[src/rtl/enable_sequencer_a.sv]
// Burst enable sequencer: issues burst_len step strobes (stall-gated), then drains the valid pipe and pulses done.
// Optional macro ENSEQ_ABORT_EN adds an abort input that cancels a burst in RUN or DRAIN.
`default_nettype none

module enable_sequencer_a #(
  parameter int LEN_W    = 10,
  parameter int PIPE_LAT = 2
) (
  input  logic             clk,
  input  logic             reset,
  input  logic             start,
  input  logic [LEN_W-1:0] burst_len,
  input  logic             stall,
`ifdef ENSEQ_ABORT_EN
  input  logic             abort,
`endif
  output logic             enable,
  output logic             valid_out,
  output logic             busy,
  output logic             done,
  output logic [LEN_W-1:0] step_cnt
);

  typedef enum logic [1:0] {
    IDLE  = 2'd0,
    RUN   = 2'd1,
    DRAIN = 2'd2,
    DONE  = 2'd3
  } state_e;

  localparam logic [LEN_W-1:0] LEN_ONE    = LEN_W'(1);
  localparam logic [3:0]       DRAIN_LAST = 4'(PIPE_LAT - 1);

  state_e                state_q, state_d;
  logic [LEN_W-1:0]      rem_q, rem_d;
  logic [LEN_W-1:0]      step_q, step_d;
  logic [3:0]            drain_q, drain_d;
  logic [PIPE_LAT-1:0]   shift_q, shift_d;
  logic                  abort_hit;

`ifdef ENSEQ_ABORT_EN
  assign abort_hit = abort && ((state_q == RUN) || (state_q == DRAIN));
`else
  assign abort_hit = 1'b0;
`endif

  // A burst_len of zero wraps on the first decrement, giving 2^LEN_W steps.
  always_comb begin
    state_d = state_q;
    rem_d   = rem_q;
    step_d  = step_q;
    drain_d = drain_q;
    enable  = 1'b0;
    case (state_q)
      IDLE: begin
        if (start) begin
          rem_d   = burst_len;
          step_d  = '0;
          state_d = RUN;
        end
      end
      RUN: begin
        enable = !stall;
        if (!stall) begin
          rem_d  = rem_q - LEN_ONE;
          step_d = step_q + LEN_ONE;
          if (rem_q == LEN_ONE) begin
            state_d = DRAIN;
            drain_d = DRAIN_LAST;
          end
        end
      end
      DRAIN: begin
        if (drain_q == 4'd0) state_d = DONE;
        else                 drain_d = drain_q - 4'd1;
      end
      DONE:    state_d = IDLE;
      default: state_d = IDLE;
    endcase
    if (abort_hit) state_d = IDLE;
  end

  always_comb begin
    shift_d    = '0;
    shift_d[0] = enable;
    for (int i = 1; i < PIPE_LAT; i++) shift_d[i] = shift_q[i-1];
    if (abort_hit) shift_d = '0;
  end

  always_ff @(posedge clk) begin
    if (reset) begin
      state_q <= IDLE;
      rem_q   <= '0;
      step_q  <= '0;
      drain_q <= 4'd0;
      shift_q <= '0;
    end else begin
      state_q <= state_d;
      rem_q   <= rem_d;
      step_q  <= step_d;
      drain_q <= drain_d;
      shift_q <= shift_d;
    end
  end

  assign valid_out = shift_q[PIPE_LAT-1];
  assign busy      = (state_q != IDLE);
  assign done      = (state_q == DONE);
  assign step_cnt  = step_q;

endmodule

`default_nettype wire
[config.mk]
export PLATFORM = sky130hd
export DESIGN_NAME = enable_sequencer_a
export DESIGN_NICKNAME = d
export VERILOG_FILES = /design/src/rtl/enable_sequencer_a.sv
export SDC_FILE = /design/constraint.sdc
export NUM_CORES = 1
export LEC_CHECK = 0
export BUFFER_PORTS_ARGS = -buffer_cell sky130_fd_sc_hd__buf_2
export CAP_MARGIN = 0
export CORE_ASPECT_RATIO = 0.9
export CORE_UTILIZATION = 30
export DETAILED_ROUTE_END_ITERATION = 7
export PLACE_DENSITY = 0.55
export RECOVER_POWER = 25
export SLEW_MARGIN = 10
export SYNTH_ARGS = -nofsm -noshare
export SYNTH_HDL_FRONTEND = slang
export SYNTH_SLANG_ARGS = --single-unit
[constraint.sdc]
create_clock -name clk -period 2.85 [get_ports clk]
set_input_delay 0.4275 -clock clk [delete_from_list [all_inputs] [get_ports clk]]
set_output_delay 0.4275 -clock clk [all_outputs]
set_load 0.005 [all_outputs]
==> results of run 1 <==
-- through the flow --
step | area, um2 | hold slack [ns] | std cells | util, % | setup slack (ns)
after floorplan | 1750 | 0.414 | 209 | - | 1.13
after global placement | 1930 | 0.425 | 294 | 35.4 | 0.780
after detailed placement | 1930 | 0.431 | 294 | 35.4 | 0.744
after CTS | 1980 | 0.409 | 298 | 36.5 | 0.463
after global routing | 1970 | 0.439 | 298 | 36.3 | 0.234
final | 1970 | 0.415 | 298 | 36.3 | 0.488
-- worst register-to-register path: stages, from the launching register on --
cell,delay [ns]
sky130_fd_sc_hd__dfxtp_1,0.35
sky130_fd_sc_hd__inv_1,0.08
sky130_fd_sc_hd__ha_1,0.32
sky130_fd_sc_hd__clkinv_1,0.50
sky130_fd_sc_hd__o32a_1,0.32
sky130_fd_sc_hd__o311ai_0,0.31
sky130_fd_sc_hd__o41ai_1,0.13
-- routing by layer --
layer | vias up | track usage (%) | part of all wire [%]
li1 | 827 | - | -
met1 | 747 | 20.3 | 49
met2 | 21 | 23.9 | 46
met3 | 2 | 3.07 | 3.6
met4 | 0 | 3.12 | 0.60
met5 | - | 0 | 0
-- cells by family (layout without fill, tap and decap cells) --
logic type | after synthesis | in the layout
compound gates | 59 | 59
xor+xnor | 1 | 1
fa+ha+maj | 9 | 9
buf+inv | 26 | 48
flops | 28 | 28
mux | 4 | 4
simple gates | 82 | 82
-- sequential cells by signal, summed over array words and instances, names as in the netlist --
register  flops
state_q       2
step_cnt     10
rem_q        10
drain_q       4
shift_q       2
-- power by group --
part	total, W	internal, W	switching [W]	leakage, nW
logic	0.000999	0.000401	0.000598	0.471
registers	0.000595	0.000481	0.000113	0.228
clock network	0.000255	0.000124	0.000131	0.0288
-- layout make-up --
type,count,area [um2]
clock buffer,4,55.1
fill,592,3470
inverter,15,56.3
multi-input combinational,155,1080
sequential,28,561
tap,67,83.8
timing repair buffer,29,139
-- synthesized netlist by cell type (2+ instances only) --
library cell | instances | area [um2]
sky130_fd_sc_hd__dfxtp_1 | 28 | 561
sky130_fd_sc_hd__nand2_1 | 16 | 60.1
sky130_fd_sc_hd__inv_1 | 14 | 52.6
sky130_fd_sc_hd__a21oi_1 | 13 | 65.1
sky130_fd_sc_hd__o21ai_0 | 12 | 60.1
sky130_fd_sc_hd__nor2_1 | 11 | 41.3
sky130_fd_sc_hd__ha_1 | 9 | 113
sky130_fd_sc_hd__nand4_1 | 8 | 50.1
sky130_fd_sc_hd__nor3_1 | 8 | 40.0
sky130_fd_sc_hd__a211oi_1 | 6 | 45.0
sky130_fd_sc_hd__buf_2 | 5 | 25.0
sky130_fd_sc_hd__clkbuf_1 | 5 | 18.8
sky130_fd_sc_hd__nor4_1 | 4 | 25.0
sky130_fd_sc_hd__or3_2 | 4 | 30.0
sky130_fd_sc_hd__mux2i_1 | 3 | 30.0
sky130_fd_sc_hd__nand2b_1 | 3 | 18.8
sky130_fd_sc_hd__nand3_1 | 3 | 15.0
sky130_fd_sc_hd__o2bb2ai_1 | 3 | 26.3
sky130_fd_sc_hd__a21o_1 | 2 | 15.0
sky130_fd_sc_hd__a31oi_1 | 2 | 12.5
sky130_fd_sc_hd__and2_1 | 2 | 12.5
sky130_fd_sc_hd__and3_1 | 2 | 12.5
sky130_fd_sc_hd__nand3b_1 | 2 | 15.0
sky130_fd_sc_hd__nor2b_1 | 2 | 12.5
sky130_fd_sc_hd__nor3_2 | 2 | 20.0
sky130_fd_sc_hd__o311ai_0 | 2 | 17.5
sky130_fd_sc_hd__o31ai_1 | 2 | 15.0
sky130_fd_sc_hd__o41ai_1 | 2 | 17.5
-- worst max-delay path by stage --
| stage | endpoint | slack (ns) | cells past startpoint |
|---|---|---|---|
| floorplan | step_cnt[8] | 1.13 | 6 |
| finish | enable | 0.49 | 5 |
| CTS | enable | 0.46 | 5 |
| global placement | enable | 0.78 | 5 |
| global route | enable | 0.23 | 4 |
| detailed placement | drain_q[3] | 0.74 | 6 |
==> results.txt, run 1 <==
----------------------------------------------------
[Timing]
  Maximum operating frequency ... 423 MHz
  Final number of setup-violating endpoints ... 0
  Final TNS setup ... 0 ns
  Max-slew violations ... 0
  Minimum period implied by the final worst setup slack ... 2.36 ns
  Final Hold Vio Count ... 0
  Worst Skew ... 0.00739 ns
  Unrepaired setup endpoints after global routing ... false
  Worst slew margin relative to its limit ... 33.2%
  Post-route clock period utilization ... 82.9%
  Slew of the pin with the lowest slew margin ... 1.00 ns

[Synth]
  Adder and majority cell fraction of the synthesized area ... 6.45%
  Count of flip-flops with a built-in enable after synthesis ... 0
  Synthesized-area fraction occupied by ao, oa, aoi and oai cells ... 23.6%
  Sequential area share after synthesis ... 32.1%
  Share of synthesized flip-flops with an asynchronous set or reset ... 0%
  Total number of yosys warnings ... 0
  Commonest register cell after synthesis ... sky130_fd_sc_hd__dfxtp_1
  Post-Synthesis Net Count ... 232
  Combinational family with the most area after synthesis ... simple AND/OR/NAND/NOR gates
  Multiplexer fraction of the synthesized cell area ... 2.36%
  Fraction of the mapped netlist area in simple logic gates ... 28.8%
  Synth Cell Area ... 0.00175 mm2
  Flip-flop and latch count after synthesis ... 28
  Xor-xnor portion of the synthesized cell area ... 0.501%
  Average size of a mapped cell ... 8.36 um2
  Number of unique standard cell types used by synthesis ... 62
  Synthesized instance count ... 209

[Floorplanning]
  Top-Level Pins ... 28
  Y dimension of the die ... 74.4 um
  Core footprint ... 0.00544 mm2
  Site Rows ... 25
  Die width ... 82.4 um
  Die Footprint ... 0.00613 mm2
  Initial standard-cell utilization of the core ... 32.1%

[Final layout]
  Most common library cell in the layout ignoring fill and taps ... sky130_fd_sc_hd__dfxtp_1
  Most frequent cells in the layout ... sky130_fd_sc_hd__dfxtp_1, sky130_fd_sc_hd__buf_2, sky130_fd_sc_hd__nand2_1
  Share of final-layout standard cells stronger than drive strength 1 ... 18.6%
  Nets@finish ... 255
  Antenna diodes ... 0
  Layout overhead on the synthesized area ... 13.0%

[Global route]
  Global-route usage over all layers ... 14.8%
  First-pass GRT wire length ... 7090 um
  Vias in the first global route ... 1504
  Total gr overflow ... 0
  Pin count of the biggest net entering global routing ... 21
  Number of antenna violations at the first check in global routing ... 0

[Clock network]
  Clock Tree Buf Depth ... 2
  # resized after CTS ... 0
  CTS tree ... built
  Clock network latency to the later pin of the worst-skew pair ... 0.28 ns
  Clock-pin slew reported for the worst setup and hold paths after clock tree synthesis ... 0.10 ns
  Total number of clock tree sinks ... 28
  Number of H-tree branching levels ... 1
  Hold buffer count at CTS ... 0
  Library cell used as clock root buffer ... sky130_fd_sc_hd__clkbuf_8
  # Post-CTS Setup Buffers ... 0
  Number of buffers created by CTS ... 3

[Worst setup path]
  Crit path required time ... 2.42 ns
  Worst Setup Start Kind ... flip-flop
  Buffers and inverters on the worst path ... 3
  Critical Path Max Stage Delay ... 0.50 ns
  Logic depth of the worst register-to-register path ... 6
  CP Launch Point ... state_q[1]
  Maximum net fanout on the critical path ... 19
  R2R Path Start ... state_q[1]
  Crit path max-delay cell type ... sky130_fd_sc_hd__clkinv_1
  Data arrival time of the worst path ... 1.93 ns
  Cell Chain, Critical Path ... inv_1 > ha_1 > clkinv_1 > nor2_1 > buf_2
  Setup slack of the most critical reg-to-reg path ... 0.70 ns
  Crit path max-delay family ... buffers and inverters
  Worst setup EP type ... output pin
  Worst setup path class ... flip-flop to output pin
  Endpoint of the lowest-slack register-to-register path ... drain_q[3]

[Placement]
  Weighted congestion at the end of routability-driven global placement ... 0.747
  Count of buffers from port buffering ... 27
  HPWL reported at the end of detailed placement ... 3020 um

[Power and ir drop]
  VDD IR-drop max ... 0.000349 V
  Ratio of total power to cell area ... 937 mW/mm2
  Final Total Pwr ... 0.00185 W
  Leak pwr ... 0.728 nW

[Routing]
  Detailed-route wire length ... 4180 um
  Routed vias/inst ... 5.36
  Detailed Route Iter0 Violations ... 97
  Mean routed wirelength per cell ... 14.0 um
  Detail Route Antenna Nets ... 0
  Initial DRT Pass Iterations ... 4
  Post-route DRC ... 0
  Vias post-DR ... 1597

[Min path]
  Endpoint with the worst hold slack ... shift_q[0]
  Cell depth of the worst hold path ... 2
  Worst Min Path Start ... stall
  Worst hold path type ... input port to flip-flop

[Flow run]
  Max-cap violation count ... 0

[Status]
  Run status ... finished clean

----------------------------------------------------
(Power assumes the default switching activity.)
==> run 2: changes to the inputs <==
--- a/config.mk
+++ b/config.mk
@@ -10,7 +10,7 @@
 export CORE_ASPECT_RATIO = 0.9
 export CORE_UTILIZATION = 30
 export DETAILED_ROUTE_END_ITERATION = 7
-export PLACE_DENSITY = 0.55
+export PLACE_DENSITY = 0.56
 export RECOVER_POWER = 25
 export SLEW_MARGIN = 10
 export SYNTH_ARGS = -nofsm -noshare
==> constraint.sdc (replaced) <==
create_clock -name clk -period 1.9 [get_ports clk]
set_input_delay 0.285 -clock clk [delete_from_list [all_inputs] [get_ports clk]]
set_output_delay 0.285 -clock clk [all_outputs]
set_load 0.005 [all_outputs]
==> run 2 against run 1 <==
Sequential share of layout area shrank 1.8 points. Critical path depth up 1. First-iteration DRC count is 13% lower. Hold slack worse by 0.15 ns. Final cell count is 4.4% higher. Clock skew increased by 0.0099 ns. Clock power is 91% higher. Via count grew 2.1%. Non-clock buffer count up 13. Sequential cell count did not move. Register-to-register slack worse by 0.52 ns. Setup slack got worse by 0.31 ns. Largest power group unchanged. Highest routed layer unchanged.
==> results.txt, run 2 (synthesis gave the netlist of run 1 again) <==
----------------------------------------------------
[Status]
  Run status ... finished clean

[Clock network]
  Clock network latency to the later pin of the worst-skew pair ... 0.29 ns (about the same)
  CTS tree ... built
  Clock Tree Buf Depth ... 2 (unchanged)
  Library cell used as clock root buffer ... sky130_fd_sc_hd__clkbuf_8
  # Post-CTS Setup Buffers ... 0 (unchanged)
  Hold buffer count at CTS ... 0 (unchanged)
  Total number of clock tree sinks ... 28 (unchanged)
  Number of buffers created by CTS ... 3 (unchanged)
  Clock-pin slew reported for the worst setup and hold paths after clock tree synthesis ... 0.11 ns (about the same)
  Number of H-tree branching levels ... 1 (unchanged)

[Final layout]
  Share of final-layout standard cells stronger than drive strength 1 ... 25.8% (+7.2 points)
  Nets@finish ... 268 (+5.1%)
  Final non-filler cell area ... 0.00212 mm2 (+7.4%)
  Layout overhead on the synthesized area ... 21.3%
  Antenna diodes ... 0 (unchanged)
  Most frequent cells in the layout ... sky130_fd_sc_hd__dfxtp_1, sky130_fd_sc_hd__buf_2, sky130_fd_sc_hd__nand2_1
  Most common library cell in the layout ignoring fill and taps ... sky130_fd_sc_hd__dfxtp_1

[Placement]
  Worst slack at placement ... 0.0146 ns (-0.729 ns)
  Count of buffers from port buffering ... 27 (unchanged)
  HPWL reported at the end of detailed placement ... 3180 um (+5.4%)
  Weighted congestion at the end of routability-driven global placement ... 0.750 (+0.36%)
  Post-place instance area ... 0.00203 mm2 (+5.1%)

[Min path]
  Worst hold path type ... input port to flip-flop

[Routing]
  Detail Route Antenna Nets ... 0 (unchanged)
  Mean routed wirelength per cell ... 13.7 um (-2.3%)
  Vias post-DR ... 1630 (+2.1%)
  Post-route DRC ... 0 (unchanged)
  Detailed Route Iter0 Violations ... 84 (-13%)
  Initial DRT Pass Iterations ... 5 (+1)
  Detailed-route wire length ... 4260 um (+1.9%)
  Routed vias/inst ... 5.24 (-2.2%)

[Timing]
  Post-route clock period utilization ... 90.6%
  Max-slew violations ... 0 (unchanged)
  Final number of setup-violating endpoints ... 0 (unchanged)
  Worst slew margin relative to its limit ... 70.7% (+37 points)
  Minimum period implied by the final worst setup slack ... 1.72 ns
  Slew of the pin with the lowest slew margin ... 0.440 ns (-0.562 ns)
  Unrepaired setup endpoints after global routing ... false
  Final Hold Vio Count ... 0 (unchanged)
  Worst Skew ... 0.0172 ns (+0.00985 ns)
  Final critical-path setup slack ... 0.178 ns (-0.310 ns)
  Maximum operating frequency ... 581 MHz

[Floorplanning]
  Initial standard-cell utilization of the core ... 32.1% (unchanged)
  Site Rows ... 25 (unchanged)
  Top-Level Pins ... 28 (unchanged)
  Y dimension of the die ... 74.4 um (unchanged)
  Die width ... 82.4 um (unchanged)
  Core footprint ... 0.00544 mm2 (unchanged)
  Die Footprint ... 0.00613 mm2 (unchanged)

[Power and ir drop]
  Ratio of total power to cell area ... 1470 mW/mm2 (+57%)
  VDD IR-drop max ... 0.000542 V (+55%)
  Final Total Pwr ... 0.00311 W (+68%)
  Leak pwr ... 0.809 nW (+11%)

[Worst setup path]
  Maximum net fanout on the critical path ... 4 (-15)
  Cell Chain, Critical Path ... inv_1 > ha_1 > or3b_2 > o31ai_1 > a21oi_1 > a211oi_1
  Buffers and inverters on the worst path ... 1 (-2)
  Worst setup EP type ... flip-flop
  Worst setup path class ... flip-flop to flip-flop
  Critical Path Max Stage Delay ... 0.51 ns (about the same)
  Data arrival time of the worst path ... 1.94 ns (about the same)
  Crit path max-delay cell type ... sky130_fd_sc_hd__or3b_2
  Crit path max-delay family ... simple AND/OR/NAND/NOR gates
  Crit path required time ... 2.12 ns (-0.30 ns)
  Worst Setup Start Kind ... flip-flop

[Global route]
  Total gr overflow ... 0 (unchanged)
  Vias in the first global route ... 1505 (+0.066%)
  Global-route usage over all layers ... 15.0% (+0.18 points)
  Number of antenna violations at the first check in global routing ... 0 (unchanged)
  First-pass GRT wire length ... 7040 um (-0.69%)
  Pin count of the biggest net entering global routing ... 21 (unchanged)

[Flow run]
  Max-cap violation count ... 0 (unchanged)

----------------------------------------------------
run 2: repair_timing:
action,in CTS,in global routing
endpoints found under the setup margin,2,15
resized for setup,2,8
pin swaps,0,1
run 2: path summary, 6_finish.rpt:
check / start / end / slack [ns] / depth (start not counted)
setup / recovery: rem_q[0] / rem_q[6] / 0.18 / 6
hold / removal: stall / shift_q[0] / 0.27 / 2
setup reg to reg: rem_q[0] / rem_q[6] / 0.18 / 6
hold reg to reg: shift_q[0] / shift_q[1] / 0.45 / 1
run 2: cell type report:
cell class / count / area [um2]
timing repair buffer: 42 / 239
fill: 567 / 3320
clock buffer: 3 / 41.3
clock inverter: 1 / 30.0
sequential: 28 / 564
inverter: 15 / 58.8
multi-input combinational: 155 / 1100
tap: 67 / 83.8
run 2: through the flow:
| stage | TNS, ns | utilization, % | cells | hold slack (ns) |
|---|---|---|---|---|
| 3_3_place_gp | 0 | 37.2 | 307 | 0.416 |
| 6_report | 0 | 38.9 | 311 | 0.270 |
| 5_1_grt | 0 | 38.9 | 311 | 0.272 |
| 3_5_place_dp | 0 | 37.2 | 307 | 0.424 |
| 2_1_floorplan | 0 | - | 209 | 0.362 |
| 4_1_cts | -0.00259 | 38.6 | 311 | 0.259 |
run 2: per-layer routing:
layer  track usage (%)  share of wire, %  vias up  wire length (um)
met5                 0                 0        -                 0
met4              3.51              0.96        0                41
met3              3.19               4.2        4               179
met2              23.7                43       30              1830
met1              20.7                52      741              2210
li1                  -                 -      855                 -
run 2: report_power, final:
part | internal [W] | total, W | leakage (nW) | switching (W)
registers | 0.000727 | 0.000880 | 0.229 | 0.000154
clock network | 0.000283 | 0.000487 | 0.0357 | 0.000204
logic | 0.000783 | 0.00175 | 0.545 | 0.000963
total | 0.00179 | 0.00311 | 0.809 | 0.00132
run 2: worst register-to-register path, stage by stage (launching register included):
cell and delay [ns]:
sky130_fd_sc_hd__dfxtp_1 0.35, sky130_fd_sc_hd__inv_1 0.12, sky130_fd_sc_hd__ha_1 0.19, sky130_fd_sc_hd__or3b_2 0.51, sky130_fd_sc_hd__o31ai_1 0.21, sky130_fd_sc_hd__a21oi_1 0.10
sky130_fd_sc_hd__a211oi_1 0.20
